==> src/rtl/bus_handshakes_rr_arbiter_pkg.sv <==
// rtl/bus_handshakes_rr_arbiter_pkg.sv - shared types and helpers for the round-robin arbiter
//
// Contents:
//   state_e : arbiter FSM states (IDLE, BUSY)
//   clog2   : ceiling log2, usable in constant expressions for derived widths
package bus_handshakes_pkg;

  typedef enum logic {
    IDLE = 1'b0,
    BUSY = 1'b1
  } state_e;

  // Smallest r with 2**r >= n; bounded loop so it folds as a constant function.
  function automatic int clog2(input int n);
    int r;
    r = 0;
    for (int i = 0; i < 31; i++) begin
      if ((1 << i) < n) r = i + 1;
    end
    return r;
  endfunction

endpackage

==> src/rtl/bus_handshakes_rr_arbiter_if.sv <==
// rtl/bus_handshakes_rr_arbiter_if.sv - N:1 valid/ready bundle between sources, arbiter and sink
//
// Signals:
//   src_vaild [NUM_SRC]        per-source valid
//   src_data  [NUM_SRC*WIDTH]  packed source data, source i at [i*WIDTH +: WIDTH]
//   src_ready [NUM_SRC]        per-source ready
//   dst_vaild, dst_data, dst_id, dst_last, dst_ready : shared downstream channel
// Modports:
//   slave  : arbiter view (consumes sources, drives the shared channel)
//   master : environment view (drives sources and downstream ready)
interface bus_handshakes_rr_arbiter_if
  import bus_handshakes_pkg::*;
#(
  parameter int WIDTH   = 9,
  parameter int NUM_SRC = 4
) ();

  localparam int ID_W = clog2(NUM_SRC);

  logic [NUM_SRC-1:0]       src_vaild;
  logic [NUM_SRC*WIDTH-1:0] src_data;
  logic [NUM_SRC-1:0]       src_ready;
  logic                     dst_vaild;
  logic [WIDTH-1:0]         dst_data;
  logic [ID_W-1:0]          dst_id;
  logic                     dst_last;
  logic                     dst_ready;

  modport slave (
    input  src_vaild, src_data, dst_ready,
    output src_ready, dst_vaild, dst_data, dst_id, dst_last
  );

  modport master (
    output src_vaild, src_data, dst_ready,
    input  src_ready, dst_vaild, dst_data, dst_id, dst_last
  );

endinterface

==> src/rtl/bus_handshakes_rr_arbiter_pick.sv <==
// rtl/bus_handshakes_rr_arbiter_pick.sv - combinational round-robin priority pick
//
// Ports:
//   req_i [NUM_SRC]  request vector
//   ptr_i [ID_W]     index searched first (must be < NUM_SRC)
//   any_o            at least one request present
//   idx_o [ID_W]     first requester at or after ptr_i, wrapping mod NUM_SRC
module rr_priority_pick
  import bus_handshakes_pkg::*;
#(
  parameter int NUM_SRC = 4
) (
  input  logic [NUM_SRC-1:0]        req_i,
  input  logic [clog2(NUM_SRC)-1:0] ptr_i,
  output logic                      any_o,
  output logic [clog2(NUM_SRC)-1:0] idx_o
);

  localparam int ID_W = clog2(NUM_SRC);
  localparam logic [ID_W:0] NUM_W = (ID_W + 1)'(NUM_SRC);

  logic [NUM_SRC-1:0] req_rot;
  logic [ID_W-1:0]    off;
  logic [ID_W:0]      sum;

  always_comb begin
    // Rotating the doubled vector keeps the wrap exact for any NUM_SRC,
    // not just powers of two: bit k of req_rot is req[(ptr+k) mod NUM_SRC].
    req_rot = NUM_SRC'({req_i, req_i} >> ptr_i);
    off = '0;
    for (int k = NUM_SRC - 1; k >= 0; k--) begin
      if (req_rot[k]) off = ID_W'(k);
    end
    // Rotate back; ptr+off < 2*NUM_SRC so one conditional subtract suffices.
    sum = {1'b0, ptr_i} + {1'b0, off};
    if (sum >= NUM_W) sum = sum - NUM_W;
    idx_o = sum[ID_W-1:0];
  end

  assign any_o = |req_i;

endmodule

==> src/rtl/bus_handshakes_rr_arbiter.sv <==
// rtl/bus_handshakes_rr_arbiter.sv - N:1 round-robin burst arbiter on a valid/ready channel
//
// Ports:
//   clk_i    rising-edge clock
//   s_rst_i  synchronous reset, active-high
//   start_i  arbitration enable; low blocks new grants, a running grant finishes
//   bus      slave modport of bus_handshakes_rr_arbiter_if (sources + shared channel)
// A grant costs one IDLE arbitration cycle, then the granted source passes
// straight through for up to BURST beats before the pointer rotates.
module bus_handshakes_rr_arbiter
  import bus_handshakes_pkg::*;
#(
  parameter int WIDTH   = 9,
  parameter int NUM_SRC = 4,
  parameter int BURST   = 16
) (
  input  logic                       clk_i,
  input  logic                       s_rst_i,
  input  logic                       start_i,
  bus_handshakes_rr_arbiter_if.slave bus
);

  localparam int ID_W  = clog2(NUM_SRC);
  localparam int CNT_W = clog2(BURST + 1);
  localparam logic [CNT_W-1:0] LAST_CNT = CNT_W'(BURST - 1);
  localparam logic [ID_W-1:0]  LAST_ID  = ID_W'(NUM_SRC - 1);

  state_e           state_q, state_d;
  logic [ID_W-1:0]  gnt_q, gnt_d;
  logic [ID_W-1:0]  ptr_q, ptr_d;
  logic [CNT_W-1:0] cnt_q, cnt_d;

  logic             pick_any;
  logic [ID_W-1:0]  pick_idx;
  logic             sel_vaild;
  logic [WIDTH-1:0] sel_data;

  rr_priority_pick #(
    .NUM_SRC(NUM_SRC)
  ) u_pick (
    .req_i(bus.src_vaild),
    .ptr_i(ptr_q),
    .any_o(pick_any),
    .idx_o(pick_idx)
  );

  // Constant-index mux avoids out-of-range dynamic selects for odd NUM_SRC.
  always_comb begin
    sel_vaild = 1'b0;
    sel_data  = '0;
    for (int i = 0; i < NUM_SRC; i++) begin
      if (gnt_q == ID_W'(i)) begin
        sel_vaild = bus.src_vaild[i];
        sel_data  = bus.src_data[i*WIDTH +: WIDTH];
      end
    end
  end

  always_comb begin
    state_d       = state_q;
    gnt_d         = gnt_q;
    ptr_d         = ptr_q;
    cnt_d         = cnt_q;
    bus.src_ready = '0;
    bus.dst_vaild = 1'b0;
    bus.dst_data  = '0;
    bus.dst_id    = '0;
    bus.dst_last  = 1'b0;

    case (state_q)
      IDLE: begin
        if (start_i && pick_any) begin
          gnt_d   = pick_idx;
          cnt_d   = '0;
          state_d = BUSY;
        end
      end

      BUSY: begin
        // Outputs are masked during reset so an aborted grant cannot
        // complete a handshake on the reset edge.
        if (!s_rst_i) begin
          bus.dst_vaild = sel_vaild;
          bus.dst_data  = sel_data;
          bus.dst_id    = gnt_q;
          bus.dst_last  = sel_vaild && (cnt_q == LAST_CNT);
          for (int i = 0; i < NUM_SRC; i++) begin
            if (gnt_q == ID_W'(i)) bus.src_ready[i] = bus.dst_ready;
          end
        end

        if (!sel_vaild || (bus.dst_ready && cnt_q == LAST_CNT)) begin
          state_d = IDLE;
          cnt_d   = '0;
          ptr_d   = (gnt_q == LAST_ID) ? '0 : gnt_q + ID_W'(1);
        end else if (bus.dst_ready) begin
          cnt_d = cnt_q + CNT_W'(1);
        end
      end

      default: state_d = IDLE;
    endcase
  end

  always_ff @(posedge clk_i) begin
    if (s_rst_i) begin
      state_q <= IDLE;
      gnt_q   <= '0;
      ptr_q   <= '0;
      cnt_q   <= '0;
    end else begin
      state_q <= state_d;
      gnt_q   <= gnt_d;
      ptr_q   <= ptr_d;
      cnt_q   <= cnt_d;
    end
  end

endmodule

==> src/flat_wrapper.sv <==
// flat-port wrapper written by rule: the top's interface ports become plain ports
module bus_handshakes_rr_arbiter_flat import bus_handshakes_pkg::*;
#(
  parameter int WIDTH   = 9,
  parameter int NUM_SRC = 4,
  parameter int BURST   = 16
)
  (clk_i, s_rst_i, start_i, bus_src_vaild, bus_src_data, bus_dst_ready, bus_src_ready, bus_dst_vaild, bus_dst_data, bus_dst_id, bus_dst_last);
  bus_handshakes_rr_arbiter_if #(.WIDTH(WIDTH), .NUM_SRC(NUM_SRC)) bus_i ();
  input  logic clk_i;
  input  logic s_rst_i;
  input  logic start_i;
  input wire logic [$bits(bus_i.src_vaild)-1:0] bus_src_vaild;
  input wire logic [$bits(bus_i.src_data)-1:0] bus_src_data;
  input wire logic [$bits(bus_i.dst_ready)-1:0] bus_dst_ready;
  output wire logic [$bits(bus_i.src_ready)-1:0] bus_src_ready;
  output wire logic [$bits(bus_i.dst_vaild)-1:0] bus_dst_vaild;
  output wire logic [$bits(bus_i.dst_data)-1:0] bus_dst_data;
  output wire logic [$bits(bus_i.dst_id)-1:0] bus_dst_id;
  output wire logic [$bits(bus_i.dst_last)-1:0] bus_dst_last;
  assign bus_i.src_vaild = bus_src_vaild;
  assign bus_i.src_data = bus_src_data;
  assign bus_i.dst_ready = bus_dst_ready;
  assign bus_src_ready = bus_i.src_ready;
  assign bus_dst_vaild = bus_i.dst_vaild;
  assign bus_dst_data = bus_i.dst_data;
  assign bus_dst_id = bus_i.dst_id;
  assign bus_dst_last = bus_i.dst_last;
  bus_handshakes_rr_arbiter #(.WIDTH(WIDTH), .NUM_SRC(NUM_SRC), .BURST(BURST)) u_core (.clk_i(clk_i), .s_rst_i(s_rst_i), .start_i(start_i), .bus(bus_i));
endmodule
==> config.mk <==
export PLATFORM = sky130hd
export DESIGN_NAME = bus_handshakes_rr_arbiter_flat
export DESIGN_NICKNAME = d
export VERILOG_FILES = /design/src/rtl/bus_handshakes_rr_arbiter_pkg.sv /design/src/rtl/bus_handshakes_rr_arbiter_if.sv /design/src/rtl/bus_handshakes_rr_arbiter_pick.sv /design/src/rtl/bus_handshakes_rr_arbiter.sv /design/src/flat_wrapper.sv
export SDC_FILE = /design/constraint.sdc
export NUM_CORES = 1
export LEC_CHECK = 0
export ABC_AREA = 1
export CORE_MARGIN = 4
export CORE_UTILIZATION = 40
export DETAILED_ROUTE_END_ITERATION = 10
export GPL_TIMING_DRIVEN = 0
export PLACE_DENSITY = 0.79
export SLEW_MARGIN = 30
export SYNTH_ARGS = -nofsm -noshare
export SYNTH_HDL_FRONTEND = slang
export SYNTH_SLANG_ARGS = --single-unit
==> constraint.sdc <==
create_clock -name clk_i -period 3.2 [get_ports clk_i]
set_input_delay 0.64 -clock clk_i [delete_from_list [all_inputs] [get_ports clk_i]]
set_output_delay 0.64 -clock clk_i [all_outputs]
set_load 0.01 [all_outputs]
==> flow_metrics.tcl <==
set metrics [dict create \
    drt_iter0_markers 108 \
    row_count 19 \
    cp.arrival_ns 2.44 \
    timing.final.crit_share_pct 96.2 \
    synthesized_instance_count 185 \
    cellPowerDensity_mw_per_mm2 298 \
    met2_global_route_usage_pct 36.9 \
    path_clk_slew_ns 0.06 \
    die_w_microns 61.2 \
    grt_util_all_layers_pct 21.2 \
    via_count 1442 \
    vdd.ir_drop.worst_mv 0.284 \
    outcome "finished clean" \
    r2r_cells 10 \
    cp_slowest_cell "clkdlybuf4s50_1" \
    finalMaxSlewViolations 0 \
    antenna_violations_before_repair 0 \
    setup_viol 0 \
    clock.fmax_mhz 325 \
    port-buffer-count 60 \
    layout-drive-gt1-share_pct 11.2 \
    detailedPlacementHpwl_mm 2.98 \
    cp-start-kind "input port" \
    post_synth_num_cell_types 30 \
    number_of_buffers_created_by_cts 3 \
    number_of_synthesized_flops_with_an_enable_pin 0 \
    area_growth_syn_to_layout_pct 63.9 \
    n_fill_cell 242 \
    grt_max_degree 11 \
    die_h_microns 61.2 \
    timing.rr.end "u_core.cnt_q[0]" \
    drt_pre_antenna_iters 4 \
    yosys_most_used_dff "dfxtp_1" \
    hold_slack_final_ns 0.469 \
    n_antenna_cell 0 \
    fin_util_pct 67.9 \
    globalplace.congestion 0.810 \
    crit_required_ns 2.56 \
    io_pins 61 \
    hold_path.startpoint "u_core.cnt_q[4]" \
    yosysWarningCount 0 \
    top_usage_layer "met2" \
    tritoncts "built" \
    critical_path.most_common_cell "clkdlybuf4s50_1" \
    p_leak_nw 0.860 \
    setup.worst_path.end_class "output port" \
    list_of_most_frequent_post_synthesis_cells "31 x nand2_1, 31 x nor2_1, 21 x a21oi_1, 21 x o21ai_0, 12 x nand3_1" \
    path_class "input port to output port" \
    synth_seq_cells 10 \
    cts_sinks 10 \
    cts-root-buf "clkbuf_4" \
    critical-path-max-stage-delay_ns 0.57 \
    worstSkewPairLatency_ns 0.27 \
    initial_core_util_pct 41.4 \
    worst-r2r-setup-slack_ns 1.45 \
    overflow 0 \
    synth.area.top_cells "dfxtp_1 18%, nand2_1 10%, nor2_1 10%, a21oi_1 9.3%, o21ai_0 9.3%" \
    synth-seq-area-share_pct 17.7 \
    power.total_uw 554 \
    syn_avg_cell_area_sq_um 6.12 \
    worstReg2RegStart "u_core.gnt_q[0]" \
    drt_drc_violations_left 0 \
    share_of_flip_flops_with_an_asynchronous_set_or_reset_pct 0 \
    timing.critical_path.cells "clkdlybuf4s50_1 > inv_2 > nand2_1 > clkbuf_4 > nor3b_2 > clkdlybuf4s50_1" \
    area.sequential_sq_um 201 \
    min_period_ns 3.08 \
    maxSlewHeadroom_pct 67.1 \
    met1_usage_pct 27.9 \
    core_area_sq_mm 0.00273 \
    first_global_vias 1319 \
    nNetsFinal 303 \
    setup_slack_ns 0.123 \
    gr-usage-met3_pct 3.98 \
    synth_top_area_share_pct 17.7 \
    wire_length_of_the_first_global_routing_pass_mm 6.10 \
    clockBufferDepth 2 \
    detail_route.wl_per_cell_microns 13.2 \
    postSynthNetCount 236 \
    final_hold_viol_count 0 \
    maximum_fanout_encountered_on_the_critical_timing_path 10 \
    hold-path-cell-count 2 \
    multi_input_comb_area_sq_um 841 \
    clock_skew_ns 0.00437 \
    netlist_area_sq_mm 0.00113 \
    final_antenna_net_count 0 \
    grt_setup_unrepaired "no" \
    worst_pin_slew_ns 0.493 \
    pre_cts_slack_ns -0.205 \
    drt-vias-per-instance 5.11 \
    drv_cap 0 \
    totalWireLength_mm 3.73 \
    cts.htree.levels 1 \
    post-synth-top-area-cell "dfxtp_1" \
    dieArea_sq_mm 0.00375 \
    worstHoldEndpoint "u_core.cnt_q[4]" \
    timing.hold.worst.class "register to register" \
]
==> kinds of logic after synthesis <==
logic type / count (synthesis) / synth area share (%)
AND/OR/NAND/NOR: 89 / 35.7
AO/OA/AOI/OAI: 56 / 29.6
XOR/XNOR: 1 / 0.774
adder cells (fa/ha/maj): 7 / 7.73
flip-flops: 10 / 17.7
buffers and inverters: 22 / 8.51
==> registers in the layout, summed over array words and instances (netlist names) <==
signal          cells
u_core.gnt_q        2
u_core.state_q      1
u_core.cnt_q        5
u_core.ptr_q        2
==> through the flow <==
step / setup TNS [ns] / std cells / cell area, sq um
after floorplan: 0 / 185 / 1130
after global placement: -0.701 / 276 / 1770
after detailed placement: -0.978 / 276 / 1770
after CTS: 0 / 280 / 1820
after global routing: 0 / 282 / 1860
final: 0 / 282 / 1860
==> cells in the final DEF, fill, tap and decap left out, types with 2 or more instances in the layout <==
master / netlist / final
clkdlybuf4s50_1: 0 / 52
clkbuf_2: 0 / 2
inv_1: 11 / 10
buf_4: 1 / 3
dlymetal6s2s_1: 0 / 8
nor3_1: 5 / 5
inv_2: 4 / 5
o21ai_0: 21 / 21
ha_1: 7 / 7
nand2_2: 2 / 2
nand2_4: 3 / 3
nand3_1: 12 / 12
a211oi_1: 8 / 8
nor2_1: 31 / 31
clkbuf_4: 0 / 4
nand2_1: 31 / 31
a21oi_1: 21 / 21
dfxtp_1: 10 / 9
==> critical path: cells and delay by family <==
kind	cells	cell delay (ns)
buffers and inverters	4	1.44
and+or+nand+nor	2	0.36
==> power breakdown <==
part,switching [mW],internal [mW]
sequential,0.0123,0.134
combinational,0.154,0.137
clock,0.0462,0.0692
total,0.213,0.341
==> final cells by class <==
| class | instances | area share, % |
|---|---|---|
| Multi-Input combinational cell | 153 | 45.3 |
| Timing Repair Buffer | 62 | 34.3 |
| Sequential cell | 10 | 10.9 |
| Inverter | 16 | 3.37 |
| Buffer | 6 | 2.16 |
| Tap cell | 31 | 2.09 |
| Clock buffer | 4 | 1.96 |
==> routing by layer <==
layer | share of wire (%) | vias up
met1 | 46 | 648
met3 | 4.4 | 2
li1 | - | 762
met4 | 0.59 | 0
met5 | 0 | -
met2 | 49 | 30
==> how the worst max path moves through the flow <==
| stage | start | endpoint | slack [ns] |
|---|---|---|---|
| 2_1_floorplan | u_core.gnt_q[1] | bus_dst_data[0] | 1.02 |
| 5_1_grt | s_rst_i | bus_dst_last | 0.03 |
| 3_3_place_gp | s_rst_i | bus_dst_data[4] | -0.14 |
| 3_5_place_dp | s_rst_i | bus_dst_last | -0.21 |
| 6_report | s_rst_i | bus_dst_last | 0.12 |
| 4_1_cts | s_rst_i | bus_dst_data[4] | 0.008 |
==> what timing repair did <==
action | 4_1_cts | 5_1_grt
setup buffers | 0 | 2
resized for setup | 5 | 11
hold buffers | 0 | 0
endpoints found under the setup margin | 11 | 10
(Power assumes the default switching activity.)
